## config.mk

```make
export PLATFORM = sky130hd
export DESIGN_NAME = iterative_mul_unit
export DESIGN_NICKNAME = d
export VERILOG_FILES = /design/src/rtl/iterative_mul_unit.sv
export SDC_FILE = /design/constraint.sdc
export NUM_CORES = 1
export LEC_CHECK = 0
export CAP_MARGIN = 40
export CORE_MARGIN = 5
export CORE_UTILIZATION = 55
export CTS_CLUSTER_SIZE = 28
export DETAILED_ROUTE_END_ITERATION = 8
export HOLD_SLACK_MARGIN = 0.1
export PLACE_DENSITY_LB_ADDON = 0.1
export SKIP_CTS_REPAIR_TIMING = 1
export SLEW_MARGIN = 20
export SYNTH_ARGS = -nofsm -noshare
export SYNTH_HDL_FRONTEND = slang
export SYNTH_SLANG_ARGS = --single-unit
export TNS_END_PERCENT = 1
```

## constraint.sdc

```tcl
create_clock -name clk -period 5.4 [get_ports clk]
set_input_delay 1.08 -clock clk [delete_from_list [all_inputs] [get_ports clk]]
set_output_delay 1.08 -clock clk [all_outputs]
set_load 0.03 [all_outputs]
```

## src/rtl/iterative_mul_unit.sv

```systemverilog
// Iterative shift-add RV32M multiplier (MUL/MULH/MULHSU/MULHU), one op in flight.
// Optional early termination when the remaining multiplier is zero: ITERATIVE_MUL_EARLY_TERM_EN.
module iterative_mul_unit #(
  parameter int p_seq_num_bits = 5
) (
  input  logic                      clk,
  input  logic                      rst,
  input  logic                      D_val,
  output logic                      D_rdy,
  input  logic [31:0]               D_pc,
  input  logic [p_seq_num_bits-1:0] D_seq_num,
  input  logic [31:0]               D_op1,
  input  logic [31:0]               D_op2,
  input  logic [4:0]                D_waddr,
  input  logic                      D_wen,
  input  logic [1:0]                D_uop,
  output logic                      W_val,
  input  logic                      W_rdy,
  output logic [31:0]               W_pc,
  output logic [p_seq_num_bits-1:0] W_seq_num,
  output logic [4:0]                W_waddr,
  output logic                      W_wen,
  output logic [31:0]               W_wdata,
  output logic [1:0]                dbg_state
);

  // Handshake: a transfer happens on a rising edge where valid && ready; valid
  // and ready are both decoded from the state register only.
  typedef enum logic [1:0] {IDLE = 2'd0, CALC = 2'd1, DONE = 2'd2} state_t;

  state_t        state_q, state_d;
  logic [63:0]   mcand_q, acc_q, acc_step, prod;
  logic [31:0]   mplier_q, mplier_step, op1_mag, op2_mag;
  logic [4:0]    cnt_q;
  logic [1:0]    uop_q;
  logic          neg_q, op1_neg, op2_neg, calc_last;

  always_comb begin
    op1_neg     = D_op1[31] & ((D_uop == 2'b01) | (D_uop == 2'b10));
    op2_neg     = D_op2[31] & (D_uop == 2'b01);
    // 0x80000000 negates to itself, which is the correct unsigned magnitude.
    op1_mag     = op1_neg ? (~D_op1 + 32'd1) : D_op1;
    op2_mag     = op2_neg ? (~D_op2 + 32'd1) : D_op2;
    acc_step    = mplier_q[0] ? (acc_q + mcand_q) : acc_q;
    mplier_step = mplier_q >> 1;
    prod        = neg_q ? (~acc_step + 64'd1) : acc_step;
`ifdef ITERATIVE_MUL_EARLY_TERM_EN
    calc_last   = (cnt_q == 5'd31) || (mplier_step == 32'd0);
`else
    calc_last   = (cnt_q == 5'd31);
`endif
  end

  always_comb begin
    state_d = state_q;
    case (state_q)
      IDLE:    if (D_val)     state_d = CALC;
      CALC:    if (calc_last) state_d = DONE;
      DONE:    if (W_rdy)     state_d = IDLE;
      default:                state_d = IDLE;
    endcase
  end

  always_ff @(posedge clk or negedge rst) begin
    if (!rst) state_q <= IDLE;
    else      state_q <= state_d;
  end

  assign D_rdy     = (state_q == IDLE);
  assign W_val     = (state_q == DONE);
  assign dbg_state = state_q;

  always_ff @(posedge clk or negedge rst) begin
    if (!rst) begin
      W_pc      <= '0;
      W_seq_num <= '0;
      W_waddr   <= '0;
      W_wen     <= 1'b0;
      W_wdata   <= '0;
      uop_q     <= '0;
      neg_q     <= 1'b0;
      mcand_q   <= '0;
      mplier_q  <= '0;
      acc_q     <= '0;
      cnt_q     <= '0;
    end else begin
      case (state_q)
        IDLE: if (D_val) begin
          W_pc      <= D_pc;
          W_seq_num <= D_seq_num;
          W_waddr   <= D_waddr;
          W_wen     <= D_wen;
          uop_q     <= D_uop;
          neg_q     <= op1_neg ^ op2_neg;
          mcand_q   <= {32'd0, op1_mag};
          mplier_q  <= op2_mag;
          acc_q     <= '0;
          cnt_q     <= '0;
        end
        CALC: begin
          acc_q    <= acc_step;
          mcand_q  <= mcand_q << 1;
          mplier_q <= mplier_step;
          cnt_q    <= cnt_q + 5'd1;
          // Result is taken from this step's sum so it is valid on DONE entry.
          if (calc_last) W_wdata <= (uop_q == 2'b00) ? prod[31:0] : prod[63:32];
        end
        default: ;
      endcase
    end
  end

  function automatic string trace();
    if (state_q == DONE)
      return $sformatf("%s seq=%0d wdata=%08h", state_q.name(), W_seq_num, W_wdata);
    return $sformatf("%s", state_q.name());
  endfunction

endmodule

```

Word-level counts from Yosys, hierarchy flattened
Cells that the tools add are included.
{"block": "word_totals", "reg_bits": 245, "inputBits": 113, "output_inout_bits": 79, "word_cells": 56}
{"block": "classes", "addsub": 5, "eq_ne": 8, "mux": 17, "n_bitwise": 7, "n_reduce_logical": 7}
{"operator": "64-bit 2-to-1 mux", "count": 4}
{"operator": "64-bit one-hot mux with 2 select lines", "count": 2}
{"operator": "32-bit 2-to-1 mux", "count": 4}
{"operator": "32-bit by 1-bit adder with 32-bit output (second input constant)", "count": 2}
{"operator": "64-bit by 1-bit adder with 64-bit output (second input constant)", "count": 1}
{"operator": "64-bit adder", "count": 1}
{"operator": "32-bit inverter", "count": 2}
{"operator": "64-bit inverter", "count": 1}
{"operator": "32-bit one-hot mux with 2 select lines", "count": 1}
{"operator": "5-bit one-hot mux with 2 select lines", "count": 1}
{"operator": "2-bit 2-to-1 mux", "count": 3}
{"operator": "2-bit one-hot mux with 3 select lines", "count": 1}
{"operator": "2-bit AND reduction", "count": 3}
{"operator": "5-bit by 1-bit adder with 5-bit output (second input constant)", "count": 1}
{"operator": "5-bit equality test (second input constant)", "count": 1}
{"operator": "5-bit 2-to-1 mux", "count": 1}
{"operator": "2-bit by 1-bit equality test with 1-bit output (second input constant)", "count": 2}
{"operator": "2-bit equality test (second input constant)", "count": 2}
{"operator": "2-bit logical NOT", "count": 2}
{"operator": "2-bit inequality test (second input constant)", "count": 2}
{"operator": "3-bit AND reduction", "count": 1}
{"operator": "1-bit bitwise AND", "count": 2}
{"operator": "2-bit by 1-bit inequality test with 1-bit output (second input constant)", "count": 1}
{"operator": "2-bit nonzero test", "count": 1}
{"operator": "2 further kinds", "count": 2}

Longest topological paths before layout
{"block": "logic_depth", "depth_word": 6, "mapped_depth": 17, "ltp_nobuf": 16}

Worst setup path after synthesis
No wires, ideal clock.
{"block": "synth_timing", "path_type": "reg2reg", "start": "register mcand_q[0]", "end": "register W_wdata[24]", "setup_ps": 104, "arrival_time_ps": 4099, "t_required_ps": 5296, "setup_slack_ps": 1197, "path_stages_with_launch": 16, "path_buffers": 0, "period_less_slack_ps": 4203, "cell_sequence": "dfrtp_1 ha_1 inv_1 fa_1 nand2b_1 a21boi_2 o22ai_1 a221o_1 or4_4 nor4_4 and3_2 nand3_2 nor4_1 nand4_1 mux2_1 a221oi_1"}
{"block": "synth_via", "elab_chain_cells": 6}
{"item": "start, declared", "line_no": "32", "rtl": "logic [63:0] mcand_q, acc_q, acc_step, prod;"}
{"item": "start signal, assigned", "line_no": "95", "rtl": "mcand_q <= {32'd0, op1_mag};"}
{"item": "start signal, assigned", "line_no": "102", "rtl": "mcand_q <= mcand_q << 1;"}
{"item": "64-bit adder *", "line_no": "44", "rtl": "acc_step = mplier_q[0] ? (acc_q + mcand_q) : acc_q;"}
{"item": "64-bit 2-to-1 mux *", "line_no": "44"}
{"item": "64-bit inverter", "line_no": "46", "rtl": "prod = neg_q ? (~acc_step + 64'd1) : acc_step;"}
{"item": "64-bit by 1-bit adder with 64-bit output", "line_no": "46"}
{"item": "64-bit 2-to-1 mux *", "line_no": "46"}
{"item": "32-bit 2-to-1 mux *", "line_no": "106", "rtl": "if (calc_last) W_wdata <= (uop_q == 2'b00) ? prod[31:0] : prod[63:32];"}
{"item": "end signal, assigned", "line_no": "106"}
{"item": "end, declared", "line_no": "23", "rtl": "output logic [31:0] W_wdata,"}
Every way passes the cells marked *; elsewhere a longest branch is shown, timed or not.
A chain may end at the register's enable or synchronous reset.

Worst setup path in the final report
{"block": "layout_timing", "start": "register mcand_q[0]", "end": "register W_wdata[5]"}
The elaborated chain is that of the path after synthesis.

==> flow_metrics.env <==
export IMPL_status="complete, no violations"
export IMPL_worst_slack_ps=180
export IMPL_fin_cells=3045
export IMPL_final_max_slew_viol_count=0
export IMPL_cts_tree="done"
export IMPL_placed_cells=2987
export IMPL_placementRows=67
export IMPL_p_leak_nw=9.22
export IMPL_final_setup_viol_count=0
export IMPL_antenna_found_initial=0
export IMPL_crit_type="reg2reg"
export IMPL_synth_compound_area_share=0.285
export IMPL_maxCapViolations=0
export IMPL_htreeDepth=1
export IMPL_dr_first_iter_drc_count=2243
export IMPL_period_share=0.967
export IMPL_tightest_slew_ps=907
export IMPL_critPathMaxFanout=7
export IMPL_clock_skew_ps=24.4
export IMPL_syn2layout_area_growth_pct=18.8
export IMPL_irDropWorstVdd_v=0.000415
export IMPL_dieArea_um2=38100
export IMPL_endpoint_kind="flip-flop"
export IMPL_fmax_ghz=0.192
export IMPL_hold_path_cell_count=2
export IMPL_netlist_area_um2=18900
export IMPL_critPathTopFamily="compound AO/OA/AOI/OAI gates"
export IMPL_route_vias_total=20557
export IMPL_power_mw=15.6
export IMPL_grt_overflow_total=0
export IMPL_die_h_um=195
export IMPL_finalNetCount=2756
export IMPL_fin_area_um2=22400
export IMPL_io_pins=192
export IMPL_route_layer_met1_wl_mm=28.6
export IMPL_grt_pass1_wl_mm=112
export IMPL_clkTransAtPathRegs_ps=60
export IMPL_core_um2=33700
export IMPL_antenna_left=0
export IMPL_critPathMostFrequentCell="o21ai_0"
export IMPL_cts_root_buf="clkbuf_16"
export IMPL_hold_start="W_pc[30]$_DFFE_PN0P_"
export IMPL_synth_fa_ha_area_frac=0.0468
export IMPL_synth_top_family_by_area="compound AO/OA/AOI/OAI gates"
export IMPL_min_to="W_pc[30]$_DFFE_PN0P_"
export IMPL_cp_depth=15
export IMPL_setup_tns_ps=0
export IMPL_highest_layer="met4"
export IMPL_worst_r2r_cell_count=15
export IMPL_cp_arrival_ps=5680
export IMPL_crit_slowest_cell="nor3_1"
export IMPL_viasPerCell=6.75
export IMPL_synth_nets=2614
export IMPL_die_w_um=195
export IMPL_start_kind="flip-flop"
export IMPL_syn_area_per_cell_um2=7.76
export IMPL_ff2ff_setup_slack_ps=180
export IMPL_insertion_delay_ps=610
export IMPL_synthSimpleGateAreaFrac=0.234
export IMPL_cp_cell_sequence="ha_1 > inv_1 > fa_1 > nand2b_1 > a21bo_4 > a211oi_2 > o211a_1 > o21ai_0 > a2111o_1 > a211oi_4 > nand3_2 > nor3_1 > a31oi_1 > xnor2_1 > o21ai_0"
export IMPL_post_place_ws_ps=510
export IMPL_fin_crit_ps=5220
export IMPL_rsz0062_at_grt="no"
export IMPL_worst_path_buf_inv=1
export IMPL_wl_met2_mm=32.5
export IMPL_synth_top_cell_by_area="dfrtp_1"
export IMPL_synth_mux_area_frac=0.0264
export IMPL_synth_xor_area_frac=0.0455
export IMPL_final_hold_violation_count=0
export IMPL_ys_seq_area_frac=0.325
export IMPL_synth_edf_count=0
export IMPL_required_ps=5860
export IMPL_dpl_instance_area_um2=21300
export IMPL_track_usage=0.365
export IMPL_dr_pass1_iters=8
export IMPL_io_buffers=191
export IMPL_synthCells=2431
export IMPL_ys_warn_count=0
export IMPL_wirelength_mm=72.6
export IMPL_grt_max_degree=103
export IMPL_drc=0
export IMPL_wl_per_cell_um=23.8
export IMPL_hold_path_class="reg2reg"
export IMPL_netlist_top_cells_area="dfrtp_1 (32%), nand2_1 (8.9%), o21ai_0 (7.2%), ha_1 (4.6%), a21oi_1 (4.3%)"
export IMPL_crit_reg2reg_launch="mcand_q[0]$_DFFE_PN0P_"
export IMPL_powerDensity_nw_per_um2=698
export IMPL_insertedDiodeCount=0
export IMPL_layout_drive_gt1_share=0.0724
export IMPL_cts_sinks=245
export IMPL_hpwlAfterDp_mm=54.7
export IMPL_synth_top_cell_area_share=0.325
export IMPL_ys_flop_type="dfrtp_1"
export IMPL_hold_slack_ps=474
export IMPL_slowest_delay_ps=620
export IMPL_slew_headroom=0.390
export IMPL_cts_path_max_buffers=3
export IMPL_regToRegEndpoint="W_wdata[5]$_DFFE_PN0P_"
export IMPL_wl_met3_mm=7.99
export IMPL_ys_ff_latch=245
export IMPL_postLayoutCoreUtil=0.665
export IMPL_ys_types=94
export IMPL_initial_utilization=0.560
export IMPL_synthArstFlopShare=1.00
export IMPL_gp_congestion=1.05
export IMPL_first_global_vias=19808
export IMPL_numCtsBuffers=30
## report_power, final
part           internal, mW  leakage, nW  switching (mW)  total, mW
Clock                  1.32        0.522           0.900       2.22
Combinational          3.42         5.57            6.61       10.0
Sequential             2.64         3.13           0.757       3.40
## cells in the mapped netlist, types with 18 or more instances
cell type,n
ha_1,69
xor2_1,31
nor2b_1,20
clkbuf_1,120
a22o_1,20
nand4_1,46
a21o_1,26
nand2_1,445
a21oi_1,164
a22oi_1,68
o21ai_0,273
inv_1,35
dfrtp_1,245
nor3_1,58
a31oi_1,27
o211ai_1,18
mux2i_1,36
and3_1,18
nand2b_1,21
a211oi_1,26
or3_1,21
o31ai_1,27
nand3_1,51
nor4_1,25
xnor2_1,67
nor2_1,190
## logic make-up (layout without fill, tap and decap cells)
kind of cell	Yosys count	count (layout)
AOI/OAI and AO/OA	825	825
xor gates and xnor gates	98	98
adders and majority gates	70	70
buffers and inverters	183	349
DFF	245	245
muxes	48	48
and+or+nand+nor	962	962
## worst register-to-register path: stages, from the launching register on
cell and delay, ps:
dfrtp_1 390, ha_1 200, inv_1 70, fa_1 390, nand2b_1 230, a21bo_4 270
a211oi_2 340, o211a_1 360, o21ai_0 170, a2111o_1 510, a211oi_4 440, nand3_2 240
nor3_1 620, a31oi_1 190, xnor2_1 460, o21ai_0 190
## area by class of cell
type                    instances  area (um2)
clock buffers                  38         821
well taps                     448         561
multi-input cells            2003       12100
inverters                      36         135
clock inverters                18         259
flip-flops and latches        245        6130
fillers                      2863       11300
repair buffers                257        2440
## placed cells by master, fill, tap and decap left out, drive strengths merged, types with 9 or more instances in the layout
cell type and instances:
mux2 11, a21oi 169, and2 16, nor2b 20
nor2 190, xor2 31, mux2i 37, nand2 446
a22o 20, a22oi 68, inv 37, or4 14
dfrtp 245, a211oi 31, or2 9, o31a 10
clkinv 9, a21boi 9, o21a 14, clkdlybuf4s50 190
nor4 28, and3 20, clkbuf 38, ha 69
o211ai 21, a21o 26, a211o 10, a221oi 11
a31oi 27, nand4 46, or3 21, xnor2 67
buf 67, o21ai 281, nor3 59, nand2b 21
nand3 54, o31ai 27
## how the worst max path moves through the flow
stage	startpoint	end	slack, ps
after floorplan	mcand_q[0]$_DFFE_PN0P_	W_wdata[24]$_DFFE_PN0P_	1200
after global placement	mcand_q[0]$_DFFE_PN0P_	W_wdata[5]$_DFFE_PN0P_	610
after detailed placement	mcand_q[0]$_DFFE_PN0P_	W_wdata[5]$_DFFE_PN0P_	510
after CTS	mcand_q[0]$_DFFE_PN0P_	W_wdata[5]$_DFFE_PN0P_	440
after global routing	acc_q[0]$_DFFE_PN0P_	W_wdata[5]$_DFFE_PN0P_	50
final	mcand_q[0]$_DFFE_PN0P_	W_wdata[5]$_DFFE_PN0P_	180
## registers in the layout, summed over array words and instances, names as in the netlist
signal     flops
cnt_q          5
mplier_q      32
mcand_q       64
acc_q         64
neg_q          1
uop_q          2
dbg_state      2
W_wdata       32
W_seq_num      5
W_wen          1
W_waddr        5
W_pc          32
## routing by layer
metal / up-vias / track usage
li1: 9248 / -
met1: 9879 / 0.488
met2: 1180 / 0.579
met3: 250 / 0.0855
met4: 0 / 0.139
met5: - / 0
Note: power is estimated with default switching activity, not from simulation.
